$ cat src/rtl/fib_seq_ctrl.sv
// fib_seq_ctrl -- single-clock sequencer for the Fibonacci generator and the
// display controller. It produces clock-enable strobes in the clk domain
// instead of divided clocks, and handles run/pause, single-step and clear
// buttons. It also wraps the sequence automatically once fn leaves the
// 4-digit display range.
//
// Optional build macro: FIB_SEQ_CTRL_DEBOUNCE_EN
//   When defined, each synchronized button passes through a stability filter
//   of DEBOUNCE_CYC cycles before edge detection.
//   When undefined, there is no filter and a button edge updates the state on
//   the 3rd clk edge, counting the edge that first samples the button high.
//
// Ports:
//   clk       in   system clock (100 MHz)
//   reset     in   asynchronous active-low reset
//   btn_run   in   async button; rising edge toggles run/pause
//   btn_step  in   async button; rising edge gives one step while paused
//   btn_clr   in   async button; rising edge restarts the sequence
//   fn        in   [13:0] current generator value
//   disp_tick out  one-cycle display refresh enable
//   fib_step  out  one-cycle generator advance enable
//   fib_clr   out  one-cycle generator clear enable
//   running   out  high while the sequencer is running
module fib_seq_ctrl #(
  parameter int unsigned DISP_DIV = 100_000,
  parameter int unsigned STEP_DIV = 100,
  parameter int unsigned LIMIT    = 9999,
  parameter logic        AUTO_RUN = 1'b1
`ifdef FIB_SEQ_CTRL_DEBOUNCE_EN
  ,
  parameter int unsigned DEBOUNCE_CYC = 1_000_000
`endif
) (
  input  logic        clk,
  input  logic        reset,
  input  logic        btn_run,
  input  logic        btn_step,
  input  logic        btn_clr,
  input  logic [13:0] fn,
  output logic        disp_tick,
  output logic        fib_step,
  output logic        fib_clr,
  output logic        running
);

  localparam int unsigned A_W = (DISP_DIV > 1) ? $clog2(DISP_DIV) : 1;
  localparam int unsigned B_W = (STEP_DIV > 1) ? $clog2(STEP_DIV) : 1;
  localparam logic [A_W-1:0] A_LAST   = A_W'(DISP_DIV - 1);
  localparam logic [B_W-1:0] B_LAST   = B_W'(STEP_DIV - 1);
  localparam logic [13:0]    FN_LIMIT = 14'(LIMIT);

  typedef enum logic [1:0] {
    ST_CLEAR = 2'd0,
    ST_PAUSE = 2'd1,
    ST_RUN   = 2'd2,
    ST_STEP  = 2'd3
  } state_t;

  state_t         state, state_nx;
  logic           resume, resume_nx;
  logic [A_W-1:0] cnt_a;
  logic [B_W-1:0] cnt_b;

  // Button bit order: [0] run, [1] step, [2] clr.
  logic [2:0] btn_raw;
  logic [2:0] sync_s1, sync_s2;
  logic [2:0] btn_lvl;
  logic [2:0] btn_prev;
  logic [2:0] btn_edge;

  assign btn_raw = {btn_clr, btn_step, btn_run};

  always_ff @(posedge clk or negedge reset) begin
    if (!reset) begin
      sync_s1  <= '0;
      sync_s2  <= '0;
      btn_prev <= '0;
    end else begin
      sync_s1  <= btn_raw;
      sync_s2  <= sync_s1;
      btn_prev <= btn_lvl;
    end
  end

`ifdef FIB_SEQ_CTRL_DEBOUNCE_EN
  localparam int unsigned DB_W = (DEBOUNCE_CYC > 1) ? $clog2(DEBOUNCE_CYC) : 1;
  localparam logic [DB_W-1:0] DB_LAST = DB_W'(DEBOUNCE_CYC - 1);

  logic [DB_W-1:0] db_cnt [3];
  logic [2:0]      db_lvl;

  // The debounced level only follows the synchronized level after
  // DEBOUNCE_CYC consecutive samples that differ from it.
  always_ff @(posedge clk or negedge reset) begin
    if (!reset) begin
      for (int unsigned i = 0; i < 3; i++) db_cnt[i] <= '0;
      db_lvl <= '0;
    end else begin
      for (int unsigned i = 0; i < 3; i++) begin
        if (sync_s2[i] == db_lvl[i]) begin
          db_cnt[i] <= '0;
        end else if (db_cnt[i] == DB_LAST) begin
          db_lvl[i] <= sync_s2[i];
          db_cnt[i] <= '0;
        end else begin
          db_cnt[i] <= db_cnt[i] + 1'b1;
        end
      end
    end
  end

  assign btn_lvl = db_lvl;
`else
  assign btn_lvl = sync_s2;
`endif

  assign btn_edge = btn_lvl & ~btn_prev;

  logic run_edge, step_edge, clr_edge;
  logic overflow;
  logic tick_now;
  logic step_now;

  assign run_edge  = btn_edge[0];
  assign step_edge = btn_edge[1];
  assign clr_edge  = btn_edge[2];
  assign overflow  = (fn > FN_LIMIT);
  assign tick_now  = (cnt_a == A_LAST);

  // Priority: overflow > clr > run > step; losing edges are simply dropped.
  always_comb begin
    state_nx  = state;
    resume_nx = resume;
    unique case (state)
      ST_CLEAR: state_nx = resume ? ST_RUN : ST_PAUSE;
      ST_PAUSE: begin
        if (overflow || clr_edge) begin
          state_nx = ST_CLEAR;
        end else if (run_edge) begin
          state_nx  = ST_RUN;
          resume_nx = 1'b1;
        end else if (step_edge) begin
          state_nx = ST_STEP;
        end
      end
      ST_RUN: begin
        if (overflow || clr_edge) begin
          state_nx = ST_CLEAR;
        end else if (run_edge) begin
          state_nx  = ST_PAUSE;
          resume_nx = 1'b0;
        end
      end
      ST_STEP:  state_nx = ST_PAUSE;
      default:  state_nx = ST_CLEAR;
    endcase
  end

  // A timed step is only issued if the sequencer stays in RUN on that edge.
  assign step_now = (state == ST_RUN) && (state_nx == ST_RUN) && tick_now &&
                    (cnt_b == B_LAST);

  always_ff @(posedge clk or negedge reset) begin
    if (!reset) begin
      state     <= ST_CLEAR;
      resume    <= AUTO_RUN;
      cnt_a     <= '0;
      cnt_b     <= '0;
      disp_tick <= 1'b0;
      fib_step  <= 1'b0;
      fib_clr   <= 1'b0;
      running   <= 1'b0;
    end else begin
      state     <= state_nx;
      resume    <= resume_nx;
      cnt_a     <= tick_now ? '0 : cnt_a + 1'b1;
      disp_tick <= tick_now;

      if (state == ST_CLEAR) begin
        cnt_b <= '0;
      end else if ((state == ST_RUN) && (state_nx == ST_RUN) && tick_now) begin
        cnt_b <= (cnt_b == B_LAST) ? '0 : cnt_b + 1'b1;
      end

      // Strobes are issued on the edge that enters STEP/CLEAR so they line
      // up with the state change. CLEAR entered from reset has no such edge,
      // so it pulses on its exit instead; fib_clr high marks that pulse as
      // already given.
      fib_step <= step_now || (state_nx == ST_STEP);
      fib_clr  <= (state_nx == ST_CLEAR) || ((state == ST_CLEAR) && !fib_clr);

      // CLEAR lasts one cycle; running reflects where it will resume so an
      // overflow wrap does not blink the indicator.
      running  <= (state_nx == ST_RUN) || ((state_nx == ST_CLEAR) && resume_nx);
    end
  end

endmodule
$ cat config.mk
export PLATFORM = sky130hd
export DESIGN_NAME = fib_seq_ctrl
export DESIGN_NICKNAME = d
export VERILOG_FILES = /design/src/rtl/fib_seq_ctrl.sv
export SDC_FILE = /design/constraint.sdc
export NUM_CORES = 1
export LEC_CHECK = 0
export BUFFER_PORTS_ARGS = -buffer_cell sky130_fd_sc_hd__buf_2
export CORE_AREA = 4 4 59 66
export CTS_BUF_LIST = sky130_fd_sc_hd__clkbuf_16
export DETAILED_ROUTE_END_ITERATION = 7
export DIE_AREA = 0 0 63 70
export PLACE_DENSITY = 0.79
export SETUP_SLACK_MARGIN = 0.02
export SLEW_MARGIN = 20
export SYNTH_ARGS = -nofsm -noshare
export SYNTH_HDL_FRONTEND = slang
export SYNTH_SLANG_ARGS = --single-unit
$ cat constraint.sdc
create_clock -name clk -period 4.7 [get_ports clk]
set_input_delay 1.41 -clock clk [delete_from_list [all_inputs] [get_ports clk]]
set_output_delay 1.41 -clock clk [all_outputs]
set_load 0.02 [all_outputs]
Word level (Yosys, flattened, before mapping)
Cells that the tools add are included.
{"block": "totals", "wordCells": 52, "reg_bits": 40, "latch_bits": 0, "rom_bits": 0, "n_memories": 0, "mem_bits_rw": 0}
{"block": "classes", "eq_ne": 7, "n_mul": 0, "muxes": 16, "n_lt_le_gt_ge": 1, "addsub": 2, "shift": 0, "div": 0, "n_reduce_logical": 13, "bitwise_logic": 2}
{"op": "two-way mux 7 bit", "n": 3}
{"op": "adder 17 x 1 -> 17 bit (second input constant)", "n": 1}
{"op": "equality test 17 bit (second input constant)", "n": 1}
{"op": "two-way mux 17 bit", "n": 1}
{"op": "> comparator 14 bit (second input constant)", "n": 1}
{"op": "two-way mux 2 bit", "n": 6}
{"op": "equality test 2 bit (second input constant)", "n": 4}
{"op": "one-hot mux 2 bit (4 select lines)", "n": 1}
{"op": "adder 7 x 1 -> 7 bit (second input constant)", "n": 1}
{"op": "equality test 7 bit (second input constant)", "n": 1}
{"op": "logical AND 1 bit", "n": 5}
{"op": "logical NOT 2 bit", "n": 2}
{"op": "logical OR 1 bit", "n": 4}
{"op": "two-way mux 1 bit", "n": 4}
{"op": "AND 3 bit", "n": 1}
{"op": "NOT 3 bit", "n": 1}
{"op": "equality test 2 x 1 -> 1 bit (second input constant)", "n": 1}
{"op": "one-hot mux 1 bit (2 select lines)", "n": 1}
{"op": "nonzero test 2 bit", "n": 1}
{"op": "logical NOT 1 bit", "n": 1}

Depth between registers and ports, before layout
{"block": "logic_depth", "ltp_word": 11, "depth_mapped": 8, "mapped_depth_nobuf": 7}

Worst setup path after synthesis
Ideal clock, no wire load.
{"block": "synth_timing", "path_type": "in2reg", "startpoint": "input fn[7]", "endpoint": "register cnt_b[4]", "arrival_time_ns": 2.775, "setup_slack_ns": 1.859, "cell_stages": 6, "path_cell_list": "nor4_1 o221a_2 o2111ai_2 buf_6 or4_1 nand2_1"}
{"block": "synth_via", "elab_chain_len": 8, "elab_cells_between_ends": 9}
{"item": "from (decl)", "line_no": "39", "text": "input logic [13:0] fn,"}
{"item": "> comparator 14 bit (*)", "line_no": "127", "text": "assign overflow = (fn > FN_LIMIT);"}
{"item": "logical OR 1 bit (*)", "line_no": "137, 147"}
{"item": "two-way mux 2 bit, on equally long branches", "line_no": "147, 137"}
{"item": "one-hot mux 2 bit (4 select lines) (*)", "line_no": "134", "text": "unique case (state)"}
{"item": "equality test 2 bit (*)", "line_no": "181", "text": "end else if ((state == ST_RUN) && (state_nx == ST_RUN) && tick_now) begin"}
{"item": "logical AND 1 bit (*) (2 in a row)", "line_no": "181"}
{"item": "nonzero test 2 bit (no source line) (*)"}
{"item": "to (signal assigned)", "line_no": "182", "text": "cnt_b <= (cnt_b == B_LAST) ? '0 : cnt_b + 1'b1;"}
{"item": "to (decl)", "line_no": "62", "text": "logic [B_W-1:0] cnt_b;"}
Mark *: on every way between the ends. The rest lies on a longest branch, timed or not.
A chain may end at the register's enable or synchronous reset.

Worst setup path after layout
Ends and elaborated chain as after synthesis.

==> results.json <==
{
  "status": "finished, final reports clean",
  "synth.area.top_cells": "dfrtp_1 52%, ha_1 4.0%, nand3_1 4.0%",
  "fin_setup_tns_ns": 0,
  "post_cts_resized": 0,
  "ir_drop_v": 0.000321,
  "wl_per_cell_um": 16.4,
  "grt_pass1_wl_um": 6710,
  "vias_per_cell": 6.26,
  "yosys.area.top_type": "dfrtp_1",
  "grt_usage_pct": 19.5,
  "cp_data_required_time_ns": 4.92,
  "cts_tree": "yes",
  "end_kind": "flop",
  "clk_pin_slew_ns": 0.06,
  "startpoint": "fn[7]",
  "numCtsBuffers": 5,
  "synth-seq-area-share_pct": 53.7,
  "hold_viol": 0,
  "drt_iter0_drc": 80,
  "cp_cell_sequence": "buf_2, nor4_1, o221a_2, o2111ai_2, or4_1, nand2_1",
  "grt_pass1_vias": 1552,
  "max_stage_delay_ns": 0.57,
  "root_buffer": "clkbuf_16",
  "rows": 22,
  "place_congestion": 0.823,
  "synth_edf_count": 0,
  "synth_cell_types": 46,
  "nets": 215,
  "final_max_slew_viol_count": 0,
  "hp-class": "reg2reg",
  "crit_type": "in2reg",
  "place_hpwl_um": 2650,
  "max-cap-violations": 0,
  "synthArstFlopShare_pct": 100,
  "syn_inst": 166,
  "p_per_area_nw_per_um2": 449,
  "fmax_mhz": 347,
  "clock_latency_ns": 0.28,
  "synth_top_area_share_pct": 52.3,
  "core-area_um2": 3280,
  "syn_to_final_growth_pct": 15.8,
  "critPathLaunchType": "input pin",
  "worstHoldStart": "sync_s1[2]$_DFF_PN0_",
  "die_x_um": 63,
  "antenna_found_initial": 0,
  "syn_nets": 191,
  "dr.pass1.iters": 4,
  "avgSynthCellArea_um2": 11.2,
  "synth_flop_cell": "dfrtp_1",
  "pin_count": 23,
  "drive_above_1_share_pct": 18.8,
  "skew_ns": 0.00326,
  "drt-total-wl_um": 3720,
  "cts_sinks": 40,
  "die_area_um2": 4410,
  "die_h_um": 70,
  "p_leak_nw": 1.00,
  "post_cts_buffers": 0,
  "clockBufferDepth": 2,
  "maxSlewHeadroom_pct": 43.2,
  "fin_crit_sh_pct": 61.3,
  "worstMarginPinSlew_ns": 0.852,
  "synth.cell_area_um2": 1870,
  "critical_path_buf_inv_count": 1,
  "htree_levels": 2,
  "cpLargestDelayFamily": "simple AND/OR/NAND/NOR gates",
  "cpMaxStageDelayCell": "or4_1",
  "fin_total_pwr_uw": 971,
  "n_antenna_cell": 0,
  "grt_overflow_total": 0,
  "rr_startpoint": "state[0]$_DFF_PN0_",
  "start_util_pct": 57.0,
  "io_buffer_count": 18,
  "hold_buffers": 0,
  "rsz0062_at_grt": "no",
  "grt_max_degree": 41,
  "vias": 1422,
  "rrSetupSlack_ns": 2.01,
  "ant_nets": 0,
  "critical_path_peak_fanout": 11,
  "cp.arrival_ns": 3.10,
  "final-setup-viol-count": 0,
  "drc": 0,
  "min_period_ns": 2.88,
  "fillers": 255,
  "ys_warn_count": 0,
  "synth-seq-cells": 40
}
-- synthesized netlist by cell type, drive strengths merged (2+ instances only) --
library cell,count
a21oi,2
and3,5
buf,2
dfrtp,39
ha,6
inv,7
nand2,7
nand3,15
nand4,3
nand4b,2
nor2,12
nor2b,3
nor3,3
nor4,4
o211ai,4
o21ai,6
o22ai,2
o41ai,3
or3,3
or4,4
xnor2,8
xor2,6
-- final timing paths --
check,depth (start not counted),endpoint
max,6,cnt_b[4]$_DFFE_PN0P_
min,0,btn_lvl[2]$_DFF_PN0_
max reg2reg,7,cnt_b[4]$_DFFE_PN0P_
min reg2reg,0,btn_lvl[2]$_DFF_PN0_
max in group asynchronous,1,sync_s1[2]$_DFF_PN0_
min in group asynchronous,1,state[0]$_DFF_PN0_
-- flip-flops by register name, summed over array words and instances (netlist names) --
register	count
btn_prev	3
running	1
btn_lvl	3
fib_step	1
resume	1
sync_s1	3
disp_tick	1
cnt_b	7
state	2
cnt_a	17
fib_clr	1
-- power by group --
part	internal, mW	leakage [nW]	switching (mW)
clock	0.249	0.0798	0.132
combinational	0.0727	0.407	0.129
sequential	0.369	0.514	0.0181
-- cell type report --
type	count	area, µm²	area share (%)
clock buffers	5	125	5.79
well taps	36	45.0	2.08
flip-flops and latches	40	1000	46.4
multi-input cells	117	822	38.0
inverters	7	26.3	1.22
repair buffers	19	97.6	4.52
clock inverters	3	42.5	1.97
-- cell families (layout without fill, tap and decap cells) --
logic type	Yosys count	in the layout	synth area share, %
flip-flops	40	40	53.7
AND/OR/NAND/NOR	68	68	21.5
multiplexers	1	1	0.536
XOR/XNOR	14	14	6.57
AO/OA/AOI/OAI	28	28	11.4
adder cells (fa/ha/maj)	6	6	4.02
buffers and inverters	9	34	2.28
-- layout by cell type, fill, tap and decap left out, drive strengths merged, types with 2 or more instances in the layout --
master / instances
dfrtp: 39
or4: 4
nor3: 3
xor2: 6
nand4: 3
xnor2: 8
ha: 6
nor2b: 3
nand3: 15
nor4: 4
o41ai: 3
inv: 7
o211ai: 4
or3: 3
nand4b: 2
a21oi: 2
and3: 5
nand2: 7
o21ai: 6
clkbuf: 5
buf: 19
nor2: 12
o22ai: 2
-- per-layer routing --
| layer | up-vias | GRT usage, % | wire length, µm |
|---|---|---|---|
| li1 | 664 | - | - |
| met1 | 712 | 20.6 | 1420 |
| met2 | 35 | 33.6 | 2060 |
| met3 | 11 | 5.14 | 131 |
| met4 | 0 | 12.7 | 103 |
| met5 | - | 0 | 0 |
-- metrics by stage --
step / std cells / hold WS (ns) / cell area (µm²) / setup slack, ns / util [%]
2_1_floorplan: 166 / 0.331 / 1870 / 1.86 / -
3_3_place_gp: 219 / 0.332 / 1990 / 1.62 / 60.8
3_5_place_dp: 219 / 0.336 / 1990 / 1.54 / 60.8
4_1_cts: 227 / 0.349 / 2160 / 1.82 / 66.0
5_1_grt: 227 / 0.356 / 2160 / 1.67 / 66.0
6_report: 227 / 0.345 / 2160 / 1.82 / 66.0
Power figures use the tool's default switching activity.
